`config.mk`:
```
export PLATFORM = sky130hd
export DESIGN_NAME = ahb_input_stage_dma_flat
export DESIGN_NICKNAME = d
export VERILOG_FILES = /design/src/rtl/ahb_bm_pkg.sv /design/src/rtl/ahb_input_stage_dma_if.sv /design/src/rtl/ahb_input_hold_reg.sv /design/src/rtl/ahb_input_stage_dma.sv /design/src/flat_wrapper.sv
export SDC_FILE = /design/constraint.sdc
export NUM_CORES = 1
export LEC_CHECK = 0
export ABC_AREA = 1
export CAP_MARGIN = 20
export CORE_UTILIZATION = 40
export CTS_BUF_LIST = sky130_fd_sc_hd__clkbuf_4
export DETAILED_ROUTE_END_ITERATION = 10
export PLACE_DENSITY = 0.86
export SLEW_MARGIN = 20
export SYNTH_ARGS = -nofsm -noshare
export SYNTH_HDL_FRONTEND = slang
export SYNTH_SLANG_ARGS = --single-unit
```
`constraint.sdc`:
```
create_clock -name HCLK -period 1.5 [get_ports HCLK]
set_input_delay 0.3 -clock HCLK [delete_from_list [all_inputs] [get_ports HCLK]]
set_output_delay 0.3 -clock HCLK [all_outputs]
set_load 0.1 [all_outputs]
```
`src/rtl/ahb_bm_pkg.sv`:
```
// Shared AHB bus-matrix definitions: transfer/burst/response encodings,
// the address-phase control bundle and the default-slave error FSM states.
package ahb_bm_pkg;

  typedef enum logic [1:0] {
    TRANS_IDLE   = 2'b00,
    TRANS_BUSY   = 2'b01,
    TRANS_NONSEQ = 2'b10,
    TRANS_SEQ    = 2'b11
  } htrans_e;

  typedef enum logic [2:0] {
    BURST_SINGLE = 3'b000,
    BURST_INCR   = 3'b001,
    BURST_WRAP4  = 3'b010,
    BURST_INCR4  = 3'b011,
    BURST_WRAP8  = 3'b100,
    BURST_INCR8  = 3'b101,
    BURST_WRAP16 = 3'b110,
    BURST_INCR16 = 3'b111
  } hburst_e;

  localparam logic RESP_OKAY  = 1'b0;
  localparam logic RESP_ERROR = 1'b1;

  typedef enum logic [1:0] {
    ERR_IDLE = 2'b00,
    ERR_1    = 2'b01,
    ERR_2    = 2'b10
  } err_state_e;

  // Address-phase control fields (address carried separately, it is parameterised)
  typedef struct packed {
    logic [1:0] trans;
    logic       write;
    logic [2:0] size;
    logic [2:0] burst;
    logic [3:0] prot;
    logic       lock;
  } ahb_ctrl_t;

endpackage

```
`src/rtl/ahb_input_stage_dma_if.sv`:
```
// Bus bundle around one input stage: master-side (S) address phase, the
// stage's I-side presentation to decode/output stages, and the output-stage
// feedback. dec_miss exists only with AHB_INPUT_STAGE_DEFAULT_SLAVE_EN.
interface ahb_input_stage_dma_if #(parameter int ADDR_WIDTH = 32);
  logic                  HSELS;
  logic [ADDR_WIDTH-1:0] HADDRS;
  logic [1:0]            HTRANSS;
  logic                  HWRITES;
  logic [2:0]            HSIZES;
  logic [2:0]            HBURSTS;
  logic [3:0]            HPROTS;
  logic                  HMASTLOCKS;
  logic                  HREADYS;
  logic                  HREADYOUTS;
  logic                  HRESPS;
  logic                  HSELI;
  logic [ADDR_WIDTH-1:0] HADDRI;
  logic [1:0]            HTRANSI;
  logic                  HWRITEI;
  logic [2:0]            HSIZEI;
  logic [2:0]            HBURSTI;
  logic [3:0]            HPROTI;
  logic                  HMASTLOCKI;
  logic                  trans_pend;
  logic                  active_dec;
  logic                  readyout_dec;
  logic                  resp_dec;
`ifdef AHB_INPUT_STAGE_DEFAULT_SLAVE_EN
  logic                  dec_miss;
`endif

  // Input-stage view
  modport slave (
    input  HSELS, HADDRS, HTRANSS, HWRITES, HSIZES, HBURSTS, HPROTS, HMASTLOCKS,
           HREADYS, active_dec, readyout_dec, resp_dec,
`ifdef AHB_INPUT_STAGE_DEFAULT_SLAVE_EN
    input  dec_miss,
`endif
    output HREADYOUTS, HRESPS, HSELI, HADDRI, HTRANSI, HWRITEI, HSIZEI,
           HBURSTI, HPROTI, HMASTLOCKI, trans_pend
  );

  // Master / matrix-fabric view
  modport master (
    output HSELS, HADDRS, HTRANSS, HWRITES, HSIZES, HBURSTS, HPROTS, HMASTLOCKS,
           HREADYS, active_dec, readyout_dec, resp_dec,
`ifdef AHB_INPUT_STAGE_DEFAULT_SLAVE_EN
    output dec_miss,
`endif
    input  HREADYOUTS, HRESPS, HSELI, HADDRI, HTRANSI, HWRITEI, HSIZEI,
           HBURSTI, HPROTI, HMASTLOCKI, trans_pend
  );
endinterface

```
`src/rtl/ahb_input_hold_reg.sv`:
```
// Address-phase holding register and presentation mux. While a transfer is
// pending the held copy is presented (SEQ rewritten to NONSEQ/INCR so a burst
// that lost arbitration restarts as undefined length); otherwise S-side is live.
module ahb_input_hold_reg
  import ahb_bm_pkg::*;
#(
  parameter int ADDR_WIDTH = 32
) (
  input  logic                  HCLK,
  input  logic                  HRESETn,
  input  logic                  load,
  input  logic                  pend,
  input  logic                  sel_s,
  input  logic [ADDR_WIDTH-1:0] addr_s,
  input  ahb_ctrl_t             ctrl_s,
  output logic                  sel_i,
  output logic [ADDR_WIDTH-1:0] addr_i,
  output ahb_ctrl_t             ctrl_i
);

  logic [ADDR_WIDTH-1:0] addr_q;
  ahb_ctrl_t             ctrl_q;
  ahb_ctrl_t             held;

  // Capture every accepted address phase, pending or not
  always_ff @(posedge HCLK or negedge HRESETn) begin
    if (!HRESETn) begin
      addr_q <= '0;
      ctrl_q <= '0;
    end else if (load) begin
      addr_q <= addr_s;
      ctrl_q <= ctrl_s;
    end
  end

  // Select held (with SEQ override) or live address phase
  always_comb begin
    held = ctrl_q;
    if (ctrl_q.trans == TRANS_SEQ) begin
      held.trans = TRANS_NONSEQ;
      held.burst = BURST_INCR;
    end
    if (pend) begin
      sel_i  = 1'b1;
      addr_i = addr_q;
      ctrl_i = held;
    end else begin
      sel_i  = sel_s;
      addr_i = addr_s;
      ctrl_i = ctrl_s;
    end
  end

endmodule

```
`src/rtl/ahb_input_stage_dma.sv`:
```
// Master-side input stage of the DMA bus matrix. Holds an ungranted address
// phase, requests the output arbiters, stalls the master until granted and
// routes the owning output stage's ready/response back.
// Optional: AHB_INPUT_STAGE_DEFAULT_SLAVE_EN adds dec_miss and a two-cycle
// ERROR response generated locally for unmapped accesses.
module ahb_input_stage_dma
  import ahb_bm_pkg::*;
#(
  parameter int ADDR_WIDTH = 32
) (
  input logic                  HCLK,
  input logic                  HRESETn,
  ahb_input_stage_dma_if.slave bus
);

  logic                  addr_ph;
  logic                  new_tran;
  logic                  req_tran;
  logic                  trans_pend_w;
  logic                  pend_reg;
  logic                  data_phase_reg;
  logic                  ready_out;
  logic                  resp_out;
  ahb_ctrl_t             ctrl_s;
  ahb_ctrl_t             ctrl_i;
  logic                  sel_i;
  logic [ADDR_WIDTH-1:0] addr_i;

  // Gated by reset so nothing requests while the stage is held in reset
  assign addr_ph  = HRESETn & bus.HSELS & bus.HREADYS;
  assign new_tran = addr_ph & bus.HTRANSS[1];

`ifdef AHB_INPUT_STAGE_DEFAULT_SLAVE_EN
  err_state_e err_q, err_d;
  logic       miss_tran;

  assign miss_tran = new_tran & bus.dec_miss;
  assign req_tran  = new_tran & ~bus.dec_miss;

  // Error FSM state register
  always_ff @(posedge HCLK or negedge HRESETn) begin
    if (!HRESETn) err_q <= ERR_IDLE;
    else          err_q <= err_d;
  end

  // Error FSM next state: miss -> two-cycle ERROR, back-to-back allowed from ERR_2
  always_comb begin
    err_d = ERR_IDLE;
    case (err_q)
      ERR_IDLE: err_d = miss_tran ? ERR_1 : ERR_IDLE;
      ERR_1:    err_d = ERR_2;
      ERR_2:    err_d = miss_tran ? ERR_1 : ERR_IDLE;
      default:  err_d = ERR_IDLE;
    endcase
  end
`else
  assign req_tran = new_tran;
`endif

  assign trans_pend_w = pend_reg | req_tran;

  assign ctrl_s = '{trans: bus.HTRANSS, write: bus.HWRITES, size: bus.HSIZES,
                    burst: bus.HBURSTS, prot: bus.HPROTS, lock: bus.HMASTLOCKS};

  ahb_input_hold_reg #(.ADDR_WIDTH(ADDR_WIDTH)) u_hold (
    .HCLK    (HCLK),
    .HRESETn (HRESETn),
    .load    (addr_ph),
    .pend    (pend_reg),
    .sel_s   (bus.HSELS),
    .addr_s  (bus.HADDRS),
    .ctrl_s  (ctrl_s),
    .sel_i   (sel_i),
    .addr_i  (addr_i),
    .ctrl_i  (ctrl_i)
  );

  // Pending flag: set on an ungranted request, cleared once granted with ready
  always_ff @(posedge HCLK or negedge HRESETn) begin
    if (!HRESETn)
      pend_reg <= 1'b0;
    else if (!pend_reg)
      pend_reg <= req_tran & ~bus.active_dec;
    else if (bus.active_dec & bus.readyout_dec)
      pend_reg <= 1'b0;
  end

  // Data-phase ownership advances only when the current data phase completes
  always_ff @(posedge HCLK or negedge HRESETn) begin
    if (!HRESETn)
      data_phase_reg <= 1'b0;
    else if (bus.readyout_dec)
      data_phase_reg <= trans_pend_w & bus.active_dec;
  end

  // Ready/response back to the master
  always_comb begin
    ready_out = 1'b1;
    resp_out  = RESP_OKAY;
    if (data_phase_reg) begin
      ready_out = bus.readyout_dec;
      resp_out  = bus.resp_dec;
    end else if (pend_reg) begin
      ready_out = 1'b0;
    end
`ifdef AHB_INPUT_STAGE_DEFAULT_SLAVE_EN
    if (err_q == ERR_1) begin
      ready_out = 1'b0;
      resp_out  = RESP_ERROR;
    end else if (err_q == ERR_2) begin
      ready_out = 1'b1;
      resp_out  = RESP_ERROR;
    end
`endif
  end

  assign bus.HREADYOUTS = ready_out;
  assign bus.HRESPS     = resp_out;
  assign bus.trans_pend = trans_pend_w;
  assign bus.HSELI      = sel_i;
  assign bus.HADDRI     = addr_i;
  assign bus.HTRANSI    = HRESETn ? ctrl_i.trans : TRANS_IDLE;
  assign bus.HWRITEI    = ctrl_i.write;
  assign bus.HSIZEI     = ctrl_i.size;
  assign bus.HBURSTI    = ctrl_i.burst;
  assign bus.HPROTI     = ctrl_i.prot;
  assign bus.HMASTLOCKI = ctrl_i.lock;

endmodule
```
`src/flat_wrapper.sv`:
```
// flat-port wrapper written by rule: the top's interface ports become plain ports
module ahb_input_stage_dma_flat import ahb_bm_pkg::*;
#(
  parameter int ADDR_WIDTH = 32
)
  (HCLK, HRESETn, bus_HSELS, bus_HADDRS, bus_HTRANSS, bus_HWRITES, bus_HSIZES, bus_HBURSTS, bus_HPROTS, bus_HMASTLOCKS, bus_HREADYS, bus_active_dec, bus_readyout_dec, bus_resp_dec, bus_HREADYOUTS, bus_HRESPS, bus_HSELI, bus_HADDRI, bus_HTRANSI, bus_HWRITEI, bus_HSIZEI, bus_HBURSTI, bus_HPROTI, bus_HMASTLOCKI, bus_trans_pend);
  ahb_input_stage_dma_if #(.ADDR_WIDTH(ADDR_WIDTH)) bus_i ();
  input logic HCLK;
  input logic HRESETn;
  input wire logic [$bits(bus_i.HSELS)-1:0] bus_HSELS;
  input wire logic [$bits(bus_i.HADDRS)-1:0] bus_HADDRS;
  input wire logic [$bits(bus_i.HTRANSS)-1:0] bus_HTRANSS;
  input wire logic [$bits(bus_i.HWRITES)-1:0] bus_HWRITES;
  input wire logic [$bits(bus_i.HSIZES)-1:0] bus_HSIZES;
  input wire logic [$bits(bus_i.HBURSTS)-1:0] bus_HBURSTS;
  input wire logic [$bits(bus_i.HPROTS)-1:0] bus_HPROTS;
  input wire logic [$bits(bus_i.HMASTLOCKS)-1:0] bus_HMASTLOCKS;
  input wire logic [$bits(bus_i.HREADYS)-1:0] bus_HREADYS;
  input wire logic [$bits(bus_i.active_dec)-1:0] bus_active_dec;
  input wire logic [$bits(bus_i.readyout_dec)-1:0] bus_readyout_dec;
  input wire logic [$bits(bus_i.resp_dec)-1:0] bus_resp_dec;
  output wire logic [$bits(bus_i.HREADYOUTS)-1:0] bus_HREADYOUTS;
  output wire logic [$bits(bus_i.HRESPS)-1:0] bus_HRESPS;
  output wire logic [$bits(bus_i.HSELI)-1:0] bus_HSELI;
  output wire logic [$bits(bus_i.HADDRI)-1:0] bus_HADDRI;
  output wire logic [$bits(bus_i.HTRANSI)-1:0] bus_HTRANSI;
  output wire logic [$bits(bus_i.HWRITEI)-1:0] bus_HWRITEI;
  output wire logic [$bits(bus_i.HSIZEI)-1:0] bus_HSIZEI;
  output wire logic [$bits(bus_i.HBURSTI)-1:0] bus_HBURSTI;
  output wire logic [$bits(bus_i.HPROTI)-1:0] bus_HPROTI;
  output wire logic [$bits(bus_i.HMASTLOCKI)-1:0] bus_HMASTLOCKI;
  output wire logic [$bits(bus_i.trans_pend)-1:0] bus_trans_pend;
  assign bus_i.HSELS = bus_HSELS;
  assign bus_i.HADDRS = bus_HADDRS;
  assign bus_i.HTRANSS = bus_HTRANSS;
  assign bus_i.HWRITES = bus_HWRITES;
  assign bus_i.HSIZES = bus_HSIZES;
  assign bus_i.HBURSTS = bus_HBURSTS;
  assign bus_i.HPROTS = bus_HPROTS;
  assign bus_i.HMASTLOCKS = bus_HMASTLOCKS;
  assign bus_i.HREADYS = bus_HREADYS;
  assign bus_i.active_dec = bus_active_dec;
  assign bus_i.readyout_dec = bus_readyout_dec;
  assign bus_i.resp_dec = bus_resp_dec;
  assign bus_HREADYOUTS = bus_i.HREADYOUTS;
  assign bus_HRESPS = bus_i.HRESPS;
  assign bus_HSELI = bus_i.HSELI;
  assign bus_HADDRI = bus_i.HADDRI;
  assign bus_HTRANSI = bus_i.HTRANSI;
  assign bus_HWRITEI = bus_i.HWRITEI;
  assign bus_HSIZEI = bus_i.HSIZEI;
  assign bus_HBURSTI = bus_i.HBURSTI;
  assign bus_HPROTI = bus_i.HPROTI;
  assign bus_HMASTLOCKI = bus_i.HMASTLOCKI;
  assign bus_trans_pend = bus_i.trans_pend;
  ahb_input_stage_dma #(.ADDR_WIDTH(ADDR_WIDTH)) u_core (.HCLK(HCLK), .HRESETn(HRESETn), .bus(bus_i));
endmodule
```
==> metrics.txt <==
run status=finished with violations; violations in the final reports=DRC, setup timing; IO buf count=102; Die X-Extent=84.3 um; reported leakage power=about 0.0025 uW; Final Skew=roughly 0.0085 ns; Final Hold Violating Endpoints=0; clock tree from TritonCTS=built; Antenna Nets Post-Route=0; sink count of the clock tree=48; Clock Pin Slew Worst Setup and Hold Paths=roughly 0.15 ns; worst reg2reg startpoint=u_core.pend_reg; worst min path class=input port to asynchronous set/reset pin; worst vdd ir=0.534 mV; max-slew violations=0; post-synthesis net count=approximately 370; Crit path arrival time=~1.6 ns; net switching power=1940 uW; via count of the first global-routing pass=between 2000 and 3000; DRT Wirelength=about 7900 um; max reg flops=32; # H-tree levels=2; setup repair after global routing missed its margin=true; internal portion of total power=2810 uW; clock buffer count from CTS=5; drt first-iter violations=approximately 100; Detailed Routing Iterations Pass 1=7; detailed placer's ending HPWL=roughly 5900 um; drt via density=4.78; full die area=7110 sq um; largest registers=u_core.u_hold.addr_q x32, u_core.u_hold.ctrl_q x14; endpoint of the most critical register-to-register path=u_core.pend_reg; fraction of final layout cells sized beyond drive strength 1=0.615; global-route usage over all layers=0.233; Worst-Skew Late Latency=0.36 ns; Cell Rows=29; ANT cells=0; Initial Util=0.420; Worst Tran Pin Value=roughly 0.34 ns; Area growth, synth to finish=103%; clock network fraction of total power=0.166; Setup violations, final=49; combinational power share=0.483; peak clock frequency supported by timing=517 MHz; MaxCap Viol Count=0; final period utilization=1.29; top fanout value on the critical path=6; Total Nets Final=between 500 and 600; CTS Buffer Depth=2; power density over the cells=862 nW/um^2; number of antenna violations at the first check in global routing=0; kind of end point of the critical path=output pin; critical path start-end classification=flip-flop to output pin; R2R cell count=4; instance area at placement=5210 sq um; Util after Layout=0.853; number of remaining DRC errors=8; wire length of the first global-routing pass=13000 um; average cell area after synthesis=8.58 sq um; filler cell count=approximately 370; RePlAce Congestion=0.698; r2r setup slk=0.34 ns; cell chosen for the clock root=clkbuf_4; Sw Share=0.409; detailed-route via count=2631; Synth warnings=0; critical path launch point type=flip-flop; part of the Yosys area used for sequential elements=0.443; die extent in y=between 80 and 90 um; post-DR wirelength/cell=14.3 um; slew margin rel.=0.771; sequential power share=0.351; cell area after layout=5510 sq um; pin count of the biggest net entering global routing=39; flop and latch count out of synthesis=48; standard cell core area=6460 sq um; count of distinct cell types in the synthesized netlist=23; gate count of the mapped netlist=316; register bank with the most flops=u_core.u_hold.addr_q; least setup slack across all paths after layout=-0.434 ns; top-level port count=between 100 and 150; required time of the critical path=1.20 ns; post-layout minimum cycle time=1.93 ns; gr ovfl total=0; cell area after synthesis=2710 sq um
==> worst max-delay path: stages, from the launching register on <==
cell,delay [ns]
dfrtp_4,0.58
buf_6,0.17
buf_16,0.15
o21ai_4,0.17
buf_12,0.20
==> cell usage after synthesis <==
| library cell | number | share of area |
|---|---|---|
| buf_6 | 10 | 0.042 |
| o21a_1 | 1 | 0.0028 |
| a21oi_1 | 2 | 0.0037 |
| o21ai_2 | 45 | 0.15 |
| nand3_4 | 1 | 0.0065 |
| inv_2 | 1 | 0.0014 |
| buf_2 | 5 | 0.0092 |
| clkbuf_2 | 1 | 0.0018 |
| dfrtp_1 | 48 | 0.44 |
| nand2_1 | 61 | 0.084 |
| a21boi_2 | 1 | 0.0042 |
| or2_1 | 1 | 0.0023 |
| inv_1 | 49 | 0.068 |
| o21ai_0 | 32 | 0.059 |
| clkbuf_1 | 1 | 0.0014 |
| o21ai_1 | 11 | 0.020 |
| buf_4 | 2 | 0.0055 |
| nand4_1 | 1 | 0.0023 |
| nand3_1 | 2 | 0.0037 |
| a22oi_1 | 1 | 0.0028 |
| nand2_2 | 35 | 0.081 |
| nor2_1 | 4 | 0.0055 |
| nor3b_2 | 1 | 0.0046 |
==> timing repair <==
action / 4_1_cts / 5_1_grt
hold buffers: 1 / 0
setup buffers: 2 / 2
resized for setup: 26 / 22
gates cloned: 2 / 0
hold endpoints to repair: 1 / 0
setup endpoints to repair: 49 / 49
pin swaps: 2 / 0
==> power groups by stage <==
stage               Clock [uW]  Combinational, uW  Sequential, uW
floorplan                    0               1410            1620
global placement             0               2200            1650
detailed placement           0               2260            1660
CTS                        805               2290            1650
global route               861               2400            1700
finish                     787               2300            1670
==> through the flow <==
step | TNS, ns | power, uW | setup WS [ns] | instances | hold WS, ns
4_1_cts | -19.08 | 4750 | -0.436 | 548 | 0.0633
3_5_place_dp | -2.20 | 3920 | -0.195 | 535 | 0.158
2_1_floorplan | -6.55 | 3030 | -0.265 | 316 | 0.00441
6_report | -18.96 | 4750 | -0.434 | 550 | 0.0731
3_3_place_gp | -1.29 | 3850 | -0.150 | 535 | 0.154
5_1_grt | -22.36 | 4960 | -0.493 | 550 | 0.0517
==> layout by cell type, fill, tap and decap left out, types with 2 or more instances in the layout <==
master,count
nand2_2,66
buf_12,58
buf_4,52
inv_1,49
o21ai_2,49
clkdlybuf4s50_1,48
dfrtp_1,47
o21ai_4,39
nand2_1,29
clkbuf_4,6
buf_16,3
dlygate4sd2_1,3
nand3_2,2
nor2_4,2
buf_6,2
==> routing by layer <==
layer	vias up	part of all wire	GRT usage
met5	-	0	0
met4	0	0.021	0.0508
met3	18	0.056	0.0570
met2	82	0.55	0.459
met1	1228	0.37	0.249
li1	1303	-	-
==> worst max-delay path by stage <==
stage | from | to | slack, ns | depth (start not counted)
4_1_cts | u_core.pend_reg | bus_HADDRI[7] | -0.44 | 4
5_1_grt | u_core.pend_reg | bus_HADDRI[7] | -0.49 | 4
2_1_floorplan | u_core.pend_reg | bus_HADDRI[29] | -0.26 | 3
6_report | u_core.pend_reg | bus_HBURSTI[1] | -0.43 | 4
3_5_place_dp | u_core.pend_reg | bus_HBURSTI[1] | -0.20 | 4
3_3_place_gp | bus_HTRANSS[1] | bus_trans_pend | -0.15 | 4
==> area by class of cell <==
type,count,area (sq um),share of cell area
clock buffers,6,45.0,0.00817
clock inverters,2,35.0,0.00636
inverters,50,193,0.0350
multi-input cells,199,1760,0.319
flip-flops and latches,48,1200,0.219
well taps,77,96.3,0.0175
repair buffers,168,2180,0.395
==> cell families (layout without fill, tap and decap cells) <==
group / count (synthesis) / count (layout) / share of synthesized area
compound gates: 93 / 93 / 0.238
buf+inv: 69 / 226 / 0.129
flops: 48 / 48 / 0.443
simple gates: 106 / 106 / 0.190
No activity file was read; power rests on OpenSTA's default activity.
